<file path="src/rtl/piso_pkg.sv">
// Shared types and helpers for the parallel-in/serial-out serializer.
// State encoding and counter sizing are kept here so every user agrees on them.
package piso_pkg;

  typedef enum logic {
    IDLE  = 1'b0,
    SHIFT = 1'b1
  } state_e;

  // The bit counter needs clog2(width) bits. A 2-bit word still needs one bit.
  function automatic int cnt_width(input int width);
    return (width <= 2) ? 1 : $clog2(width);
  endfunction

endpackage

</file>
<file path="src/rtl/piso_serializer.sv">
// Parametrised PISO serializer. A word is loaded through a valid/ready handshake
// and then shifted out one bit per shift_en tick. Both LSB-first and MSB-first orders are supported.
module piso_serializer
  import piso_pkg::*;
#(
  parameter int WIDTH      = 4,
  parameter bit MSB_FIRST  = 1'b0,
  parameter bit FILL_BIT   = 1'b1,
  parameter bit IDLE_LEVEL = 1'b1
) (
  input  logic             clk,
  input  logic             rst_n,
  input  logic             load_valid,
  output logic             load_ready,
  input  logic [WIDTH-1:0] data_in,
  input  logic             shift_en,
  input  logic             abort,
  output logic             ser_out,
  output logic             busy,
  output logic             frame_done
);

  localparam int            CW       = cnt_width(WIDTH);
  localparam logic [CW-1:0] LAST_BIT = CW'(WIDTH - 1);

  if (WIDTH < 2) begin : g_width_check
    $error("piso_serializer: WIDTH must be >= 2");
  end

  state_e           state_q, state_d;
  logic [WIDTH-1:0] shreg_q, shreg_d;
  logic [CW-1:0]    cnt_q, cnt_d;
  logic             done_q, done_d;
  logic [WIDTH-1:0] shreg_shifted;
  logic             accept;

  // The output end is the bit that ser_out presents. The fill bit enters at the opposite end.
  if (MSB_FIRST) begin : g_msb_first
    assign shreg_shifted = {shreg_q[WIDTH-2:0], FILL_BIT};
  end else begin : g_lsb_first
    assign shreg_shifted = {FILL_BIT, shreg_q[WIDTH-1:1]};
  end

  assign load_ready = (state_q == IDLE) && !abort;
  assign accept     = load_valid && load_ready;

  // NOTE: every next-state signal gets its hold value first, so the case arms only
  // list the changes and no path can leave a signal unassigned (which would infer a latch).
  always_comb begin
    state_d = state_q;
    shreg_d = shreg_q;
    cnt_d   = cnt_q;
    done_d  = 1'b0;
    unique case (state_q)
      IDLE: begin
        if (accept) begin
          state_d = SHIFT;
          shreg_d = data_in;
          cnt_d   = '0;
        end
      end
      SHIFT: begin
        if (abort) begin
          // abort overrides shift_en, even on the last bit, and does not pulse frame_done.
          state_d = IDLE;
          shreg_d = {WIDTH{FILL_BIT}};
          cnt_d   = '0;
        end else if (shift_en) begin
          shreg_d = shreg_shifted;
          if (cnt_q == LAST_BIT) begin
            state_d = IDLE;
            cnt_d   = '0;
            done_d  = 1'b1;
          end else begin
            cnt_d = cnt_q + 1'b1;
          end
        end
      end
      default: state_d = IDLE;
    endcase
  end

  // NOTE: state registers use non-blocking assignments, so every flop samples the
  // pre-edge value of every other flop, whatever order the statements are in.
  always_ff @(posedge clk or negedge rst_n) begin
    if (!rst_n) begin
      state_q <= IDLE;
      shreg_q <= {WIDTH{FILL_BIT}};
      cnt_q   <= '0;
      done_q  <= 1'b0;
    end else begin
      state_q <= state_d;
      shreg_q <= shreg_d;
      cnt_q   <= cnt_d;
      done_q  <= done_d;
    end
  end

  // ser_out depends only on flops, so the line driver sees no glitches from the inputs.
  assign busy       = (state_q == SHIFT);
  assign frame_done = done_q;
  assign ser_out    = (state_q == SHIFT)
                      ? (MSB_FIRST ? shreg_q[WIDTH-1] : shreg_q[0])
                      : IDLE_LEVEL;

endmodule

</file>
<file path="config.mk">
export PLATFORM = sky130hd
export DESIGN_NAME = piso_serializer
export DESIGN_NICKNAME = d
export VERILOG_FILES = /design/src/rtl/piso_pkg.sv /design/src/rtl/piso_serializer.sv
export SDC_FILE = /design/constraint.sdc
export NUM_CORES = 1
export LEC_CHECK = 0
export BUFFER_PORTS_ARGS = -buffer_cell sky130_fd_sc_hd__buf_2
export CORE_AREA = 2 2 39 41
export DETAILED_ROUTE_END_ITERATION = 6
export DIE_AREA = 0 0 41 43
export GPL_TIMING_DRIVEN = 0
export PLACE_DENSITY_LB_ADDON = 0.1
export SKIP_CTS_REPAIR_TIMING = 1
export SYNTH_ARGS = -nofsm -noshare
export SYNTH_HDL_FRONTEND = slang
export SYNTH_SLANG_ARGS = --single-unit
</file>
<file path="constraint.sdc">
create_clock -name clk -period 1.65 [get_ports clk]
set_input_delay 0.0825 -clock clk [delete_from_list [all_inputs] [get_ports clk]]
set_output_delay 0.0825 -clock clk [all_outputs]
set_load 0.02 [all_outputs]
</file>
* Word-level counts from Yosys, hierarchy flattened
Index checks and enable logic that the tools add are counted.
** Storage, ports and cells
- Flip-flop bits (word level) :: 8
- Input port bits :: 9
- Output and inout bits :: 4
- Logic and storage cells :: 32
** Cells by class
- Add/sub/neg operators :: 1
- Equal/unequal tests :: 3
- Multiplexer cells :: 19
- Bitwise gates (word level) :: 1
- Reductions and logical operators :: 4
** Operators by type and width (count)
- 2-to-1 mux 4 bit :: 3
- 2-to-1 mux 1 bit :: 9
- 2-to-1 mux 2 bit :: 4
- case mux 4 bit (2 select lines) :: 1
- case mux 2 bit (2 select lines) :: 1
- != test 3 bit, second input constant :: 1
- adder 2 x 1 -> 2 bit, second input constant :: 1
- == test 2 bit, second input constant :: 1
- logical AND 1 bit :: 2
- != test 2 bit, second input constant :: 1
- case mux 1 bit (2 select lines) :: 1
- AND reduction 2 bit :: 1
- logical NOT 1 bit :: 1
- inverter 1 bit :: 1

* Longest topological paths before layout
Gate-level depths: netlist (run 1).
- Word-level depth :: 5
- Gate-level depth with buffers :: 4

* Worst setup path after synthesis (run 1)
OpenSTA, ideal clock, no wires.
- Kind :: register to register
- Start :: register state_q (netlist: busy)
- End :: register cnt_q[0]
- Setup time :: 0.125 ns
- Data arrival time :: 1.272 ns
- Path slack :: 0.253 ns
- Cell stages (with the launch flop) :: 4
- Path through :: dfrtp_1 -> or3b_4 -> nand2_4 -> mux2_4
** On the way
- Cells in the longest elaborated chain, start to end :: 5
- Elaborated cells between the ends (all ways) :: 7
- Those cells by class :: eq/ne (2); mux (1); bitwise (1); reduce/logical (3)
** Ends and longest elaborated chain
- start: declaration :: line piso_serializer.sv:30 : state_e state_q, state_d;
- start signal: assignment :: line piso_serializer.sv:92 : state_q <= state_d;
- inverter 1 bit
- logical AND 1 bit :: line piso_serializer.sv:44 : assign load_ready = (state_q == IDLE) && !abort;
- logical AND 1 bit :: line piso_serializer.sv:45 : assign accept = load_valid && load_ready;
- != test 2 bit (no source line)
- AND reduction 2 bit (no source line)
- end signal: assignment :: line piso_serializer.sv:94 : cnt_q <= cnt_d;
- end: declaration :: line piso_serializer.sv:32 : logic [CW-1:0] cnt_q, cnt_d;
Parallel ways exist; a longest one is shown, timed or not.
A chain may end at the register's enable or synchronous reset.

* Worst setup path after layout (run 1)
Same ends and word-level chain as after synthesis.

==> results of run 1 <==
## metal layers
layer	vias up	share of wire, %	global-route usage [%]
met5	-	0	0
met4	0	0.71	10.0
met3	2	5.7	4.71
met2	9	49	15.9
met1	159	44	16.5
li1	163	-	-
## worst reg2reg max path, cell delays in order (launching register included)
cell	delay [ps]
dfrtp_1	400
or3b_4	400
nand2_4	140
mux2_4	310
## cells in the mapped netlist, drive strengths merged
cell    instances  area, um2
a21oi           1       5.00
a311oi          1       8.76
buf             1       5.00
dfrtp           4        100
dfstp           4        105
ha              1       12.5
inv             3       11.3
mux2            2       30.0
mux2i           2       20.0
nand2           3       18.8
nand2b          1       6.26
nand4b          1       8.76
nor2            5       18.8
nor3            1       5.00
o21ai           2       10.0
o22a            1       8.76
o22ai           2       12.5
or3b            1       11.3
## path summary, 6_finish.rpt
check                             end       start  slack [ps]  depth (start not counted)
max in group asynchronous  shreg_q[0]       rst_n        1200                          2
hold reg to reg            shreg_q[2]  shreg_q[2]         470                          2
setup / recovery             cnt_q[0]        busy         300                          3
min in group asynchronous    cnt_q[1]       rst_n         200                          2
hold / removal                   busy       abort          60                          2
setup reg to reg             cnt_q[0]        busy         300                          3
## area by class of cell
cell class / count / area [um2]
clock buffers: 4 / 26.3
multi-input cells: 24 / 176
well taps: 16 / 20.0
fillers: 152 / 870
plain buffers: 1 / 5.00
inverters: 3 / 11.3
repair buffers: 13 / 70.1
flip-flops and latches: 8 / 205
## sequential cells by signal (all words and copies together) (netlist names)
name	count
shreg_q	4
frame_done	1
busy	1
cnt_q	2
## where the power goes
group / leakage [nW] / internal, mW / switching (mW)
sequential: 0.0959 / 0.234 / 0.0129
combinational: 0.141 / 0.0488 / 0.0525
clock: 0.0150 / 0.0929 / 0.0719
total: 0.252 / 0.376 / 0.137
## cell families (layout without fill, tap and decap cells)
family | Yosys count | count (layout)
mux | 4 | 4
simple gates | 12 | 12
buf+inv | 4 | 21
flops | 8 | 8
fa+ha+maj | 1 | 1
compound gates | 7 | 7
==> summary.md, run 1 <==
| Metric | Value |
|---|---|
| Run status | finished, final reports clean |
| Number of synthesized register bits | 8 |
| Clock slew at reported path FFs | 60 ps |
| Post-synthesis mux area share | 12.6% |
| Crit path required time | 1800 ps |
| Place WS | 308 ps |
| Total number of vias | 333 |
| Port Buffers | 12 |
| Sum Neg Setup Slack | 0 ps |
| Total CTS buffers | 3 |
| VDD IR max | 0.353 mV |
| Non-filler cells, final | 69 |
| Design area | 514 um2 |
| Final setup fails | 0 |
| Worst path cell trace | or3b_4, nand2_4, mux2_4 |
| Post-Syn Area | 398 um2 |
| Ys Warns | 0 |
| First drt pass iteration count | 4 |
| Vias per cell | 4.83 |
| Commonest non-fill, non-tap cell in the layout | buf_2 |
| Number of cells after detailed placement | 64 |
| Largest family of logic cells by synthesized area | simple AND/OR/NAND/NOR gates |
| Width of the die | 41 um |
| Utilization after layout | 37.2% |
| Clk sinks | 8 |
| Rows | 14 |
| DPL Wire Length | 618 um |
| Startpoint Class | flop |
| Drc violations | 0 |
| CP Class | reg -> reg |
| Top Family by Delay on Critical Path | simple AND/OR/NAND/NOR gates |
| Total grt overflow | 0 |
| Die area | 1760 um2 |
| Most frequent cells in the layout | buf_2, nor2_1, dfrtp_1, dfstp_2 |
| H-tree Lvls | 1 |
| Buf/Inv on CP | 0 |
| Worst Slack Setup Final | 300 ps |
| Synth Area in Compound Gates | 11.3% |
| Post-Synth Simple-Gate Area | 17.3% |
| Max-cap viol count | 0 |
| Pwr/cell area | 997 nW/um2 |
| Initial Util | 28.8% |
| Routed WL per cell | 12.2 um |
| Mapped Cells | 36 |
| Hold_ws | 62.3 ps |
| Clk_lat worst skew | 260 ps |
| Max-slew violation count | 0 |
| Root buffer cell | clkbuf_4 |
| Post-route ant nets | 0 |
| Worst-Margin Slew | 213 ps |
| CTS tree | done |
| Adder-cell share of the synthesized area | 3.14% |
| Largest net degree at the start of global routing | 11 |
| Number of global-route vias before repair | 336 |
| Syn nets | 46 |
| Final RePlAce weighted congestion | 0.728 |
| First-pass GRT wire length | 1410 um |
| Final Cycle Share | 81.8% |
| Leak | 0.252 nW |
| RSZ-0062 raised after global routing | no |
| DRT Wirelength | 845 um |
| Sequential area share after synthesis | 51.6% |
| Clock Skews | 6.26 ps |
| Post-synth cell types | 19 |
| Slowest CP cell | dfrtp_1 |
| Final hold vios | 0 |
| Core footprint | 1380 um2 |
| Layout area overhead | 29.2% |
| Crit path DAT | 1500 ps |
| Maximum clock frequency | 0.741 GHz |
| Layout cells sized above 1 | 45.3% |
| Initial antenna violation count | 0 |
| Synth Area per Inst | 11.1 um2 |
| HP Class | in -> reg |
| DR iter-0 viols | 3 |
| Xor/xnor share of the synthesized area | 0% |
| Number of diodes | 0 |
| Top Ports | 13 |
| Placed instance area | 478 um2 |
| Slowest stage delay, CP | 400 ps |
| Max FO, Critical Path | 6 |
| Final min period | 1350 ps |
| Die height | 43 um |
| Pwr Total | 0.513 mW |
| CP Capture Type | flop |
| Clk buf depth | 2 |
| Total track usage | 12.7% |
| Worst rel slew slack | 85.7% |
| Nets | 64 |
No activity file was read; power rests on OpenSTA's default activity.
==> run 2, diff against run 1 <==
- clock period: 1.65 -> 1.35 ns (I/O delays scaled with it)
==> run 2 against run 1 <==
Net effect:
- the flow now finishes with violations (setup timing)
- via count shrank 0.60%
- count of clock-buffer cells in the layout is the same
- first-iteration DRC count grew 33%
- cell count grew 4.3%
- sequential share of layout area shrank 2.4 points
- critical path type unchanged
- highest routed layer is now met3
==> summary.md, run 2 (same netlist as run 1, synthesis figures left out) <==
| Metric | Value |
|---|---|
| Final Cycle Share | 101% |
| DRT Wirelength | 844 um |
| Nets | 67 |
| Max-cap viol count | 0 |
| HP Class | in -> reg |
| Largest register FFs | 4 |
| Failing checks | setup timing |
| CP Capture Type | flop |
| Clock slew at reported path FFs | 60 ps |
| Layout cells sized above 1 | 51.8% |
| VDD IR max | 0.500 mV |
| Die area | 1760 um2 |
| Total CTS buffers | 3 |
| Number of diodes | 0 |
| Final RePlAce weighted congestion | 0.647 |
| Max FO, Critical Path | 5 |
| CP Class | reg -> reg |
| Rows | 14 |
| Width of the die | 41 um |
| Startpoint Class | flop |
| DPL Wire Length | 654 um |
| Most frequent cells in the layout | buf_2, nor2_1, dfstp_2 |
| Root buffer cell | clkbuf_4 |
| Routed WL per cell | 11.7 um |
| Hold_ws | 39.5 ps |
| Non-filler cells, final | 72 |
| Largest registers | shreg_q: 4 flops, cnt_q: 2 flops |
| Worst Slack Setup Final | -14.3 ps |
| Number of cells after detailed placement | 64 |
| Post-route ant nets | 0 |
| Total track usage | 11.8% |
| Initial Util | 28.8% |
| First-pass GRT wire length | 1370 um |
| RSZ-0062 raised after global routing | yes |
| Clk buf depth | 2 |
| Slowest stage delay, CP | 440 ps |
| H-tree Lvls | 1 |
| Run status | complete, but fails checks |
| CTS tree | done |
| Final hold vios | 0 |
| Total grt overflow | 0 |
| Initial antenna violation count | 0 |
| Leak | 0.267 nW |
| Die height | 43 um |
| Commonest non-fill, non-tap cell in the layout | buf_2 |
| Core footprint | 1380 um2 |
| Slowest CP cell | or3b_4 |
| Worst rel slew slack | 84.5% |
| Final setup fails | 1 |
| Port Buffers | 12 |
| Crit path required time | 1480 ps |
| Layout area overhead | 38.4% |
| Vias per cell | 4.60 |
| Total number of vias | 331 |
| Crit path DAT | 1490 ps |
| Largest net degree at the start of global routing | 11 |
| Number of global-route vias before repair | 307 |
| Max-slew violation count | 0 |
| First drt pass iteration count | 2 |
| Clk_lat worst skew | 260 ps |
| Drc violations | 0 |
| DR iter-0 viols | 4 |
| Pwr/cell area | 1170 nW/um2 |
| Buf/Inv on CP | 0 |
| Worst path cell trace | or3b_4, nand2_8, mux2_4 |
| Clk sinks | 8 |
| Sum Neg Setup Slack | -14.3 ps |
| Maximum clock frequency | 0.733 GHz |
| Top Family by Delay on Critical Path | simple AND/OR/NAND/NOR gates |
| Top Ports | 13 |
| Clock Skews | 11.2 ps |
| Final min period | 1360 ps |
| Biggest register | shreg_q |
| Worst-Margin Slew | 230 ps |
## run 2: changes by cell type in the layout (fill, tap and decap cells not counted)
cell,delta
dfrtp_1,-1
dfrtp_2,+1
o21ai_2,+1
buf_4,+3
o21ai_1,-1
nand2_4,-1
nand2_8,+1
## run 2: worst paths after layout
path	end	start	cells past startpoint	slack (ps)
setup / recovery	cnt_q[0]	busy	3	-10
hold / removal	shreg_q[3]	data_in[3]	2	40
setup reg to reg	cnt_q[0]	busy	3	-10
hold reg to reg	shreg_q[2]	shreg_q[2]	2	480
max in group asynchronous	shreg_q[0]	rst_n	2	920
min in group asynchronous	busy	rst_n	2	180
## run 2: area by class of cell
cell class                      count  area, um2
Inverter                            3       11.3
Sequential cell                     8        206
Multi-Input combinational cell     24        189
Timing Repair Buffer               16       92.6
Clock buffer                        4       26.3
Fill cell                         141        833
Tap cell                           16       20.0
Buffer                              1       5.00
## run 2: metrics by stage
step                util (%)  area [um2]  total power, mW  setup WS, ps
floorplan                  -         399            0.385         -13.2
global placement        34.6         479            0.422          12.4
detailed placement      34.6         479            0.429        -0.234
CTS                     36.5         505            0.629         -31.3
global route            39.8         551            0.676         -41.7
finish                  39.8         551            0.642         -14.3
## run 2: metal layers
metal	track usage (%)	share of wire, %
met5	0	0
met4	6.00	0
met3	3.66	6.9
met2	16.6	46
met1	15.6	47
## run 2: worst reg2reg max path: cells and delay by family (launching register included)
kind / cells / cell delay [ps]
mux: 1 / 290
flops: 1 / 420
simple gates: 2 / 530
## run 2: where the power goes
group | switching, mW | internal, mW
Clock | 0.0839 | 0.113
Sequential | 0.0185 | 0.287
Combinational | 0.0674 | 0.0722
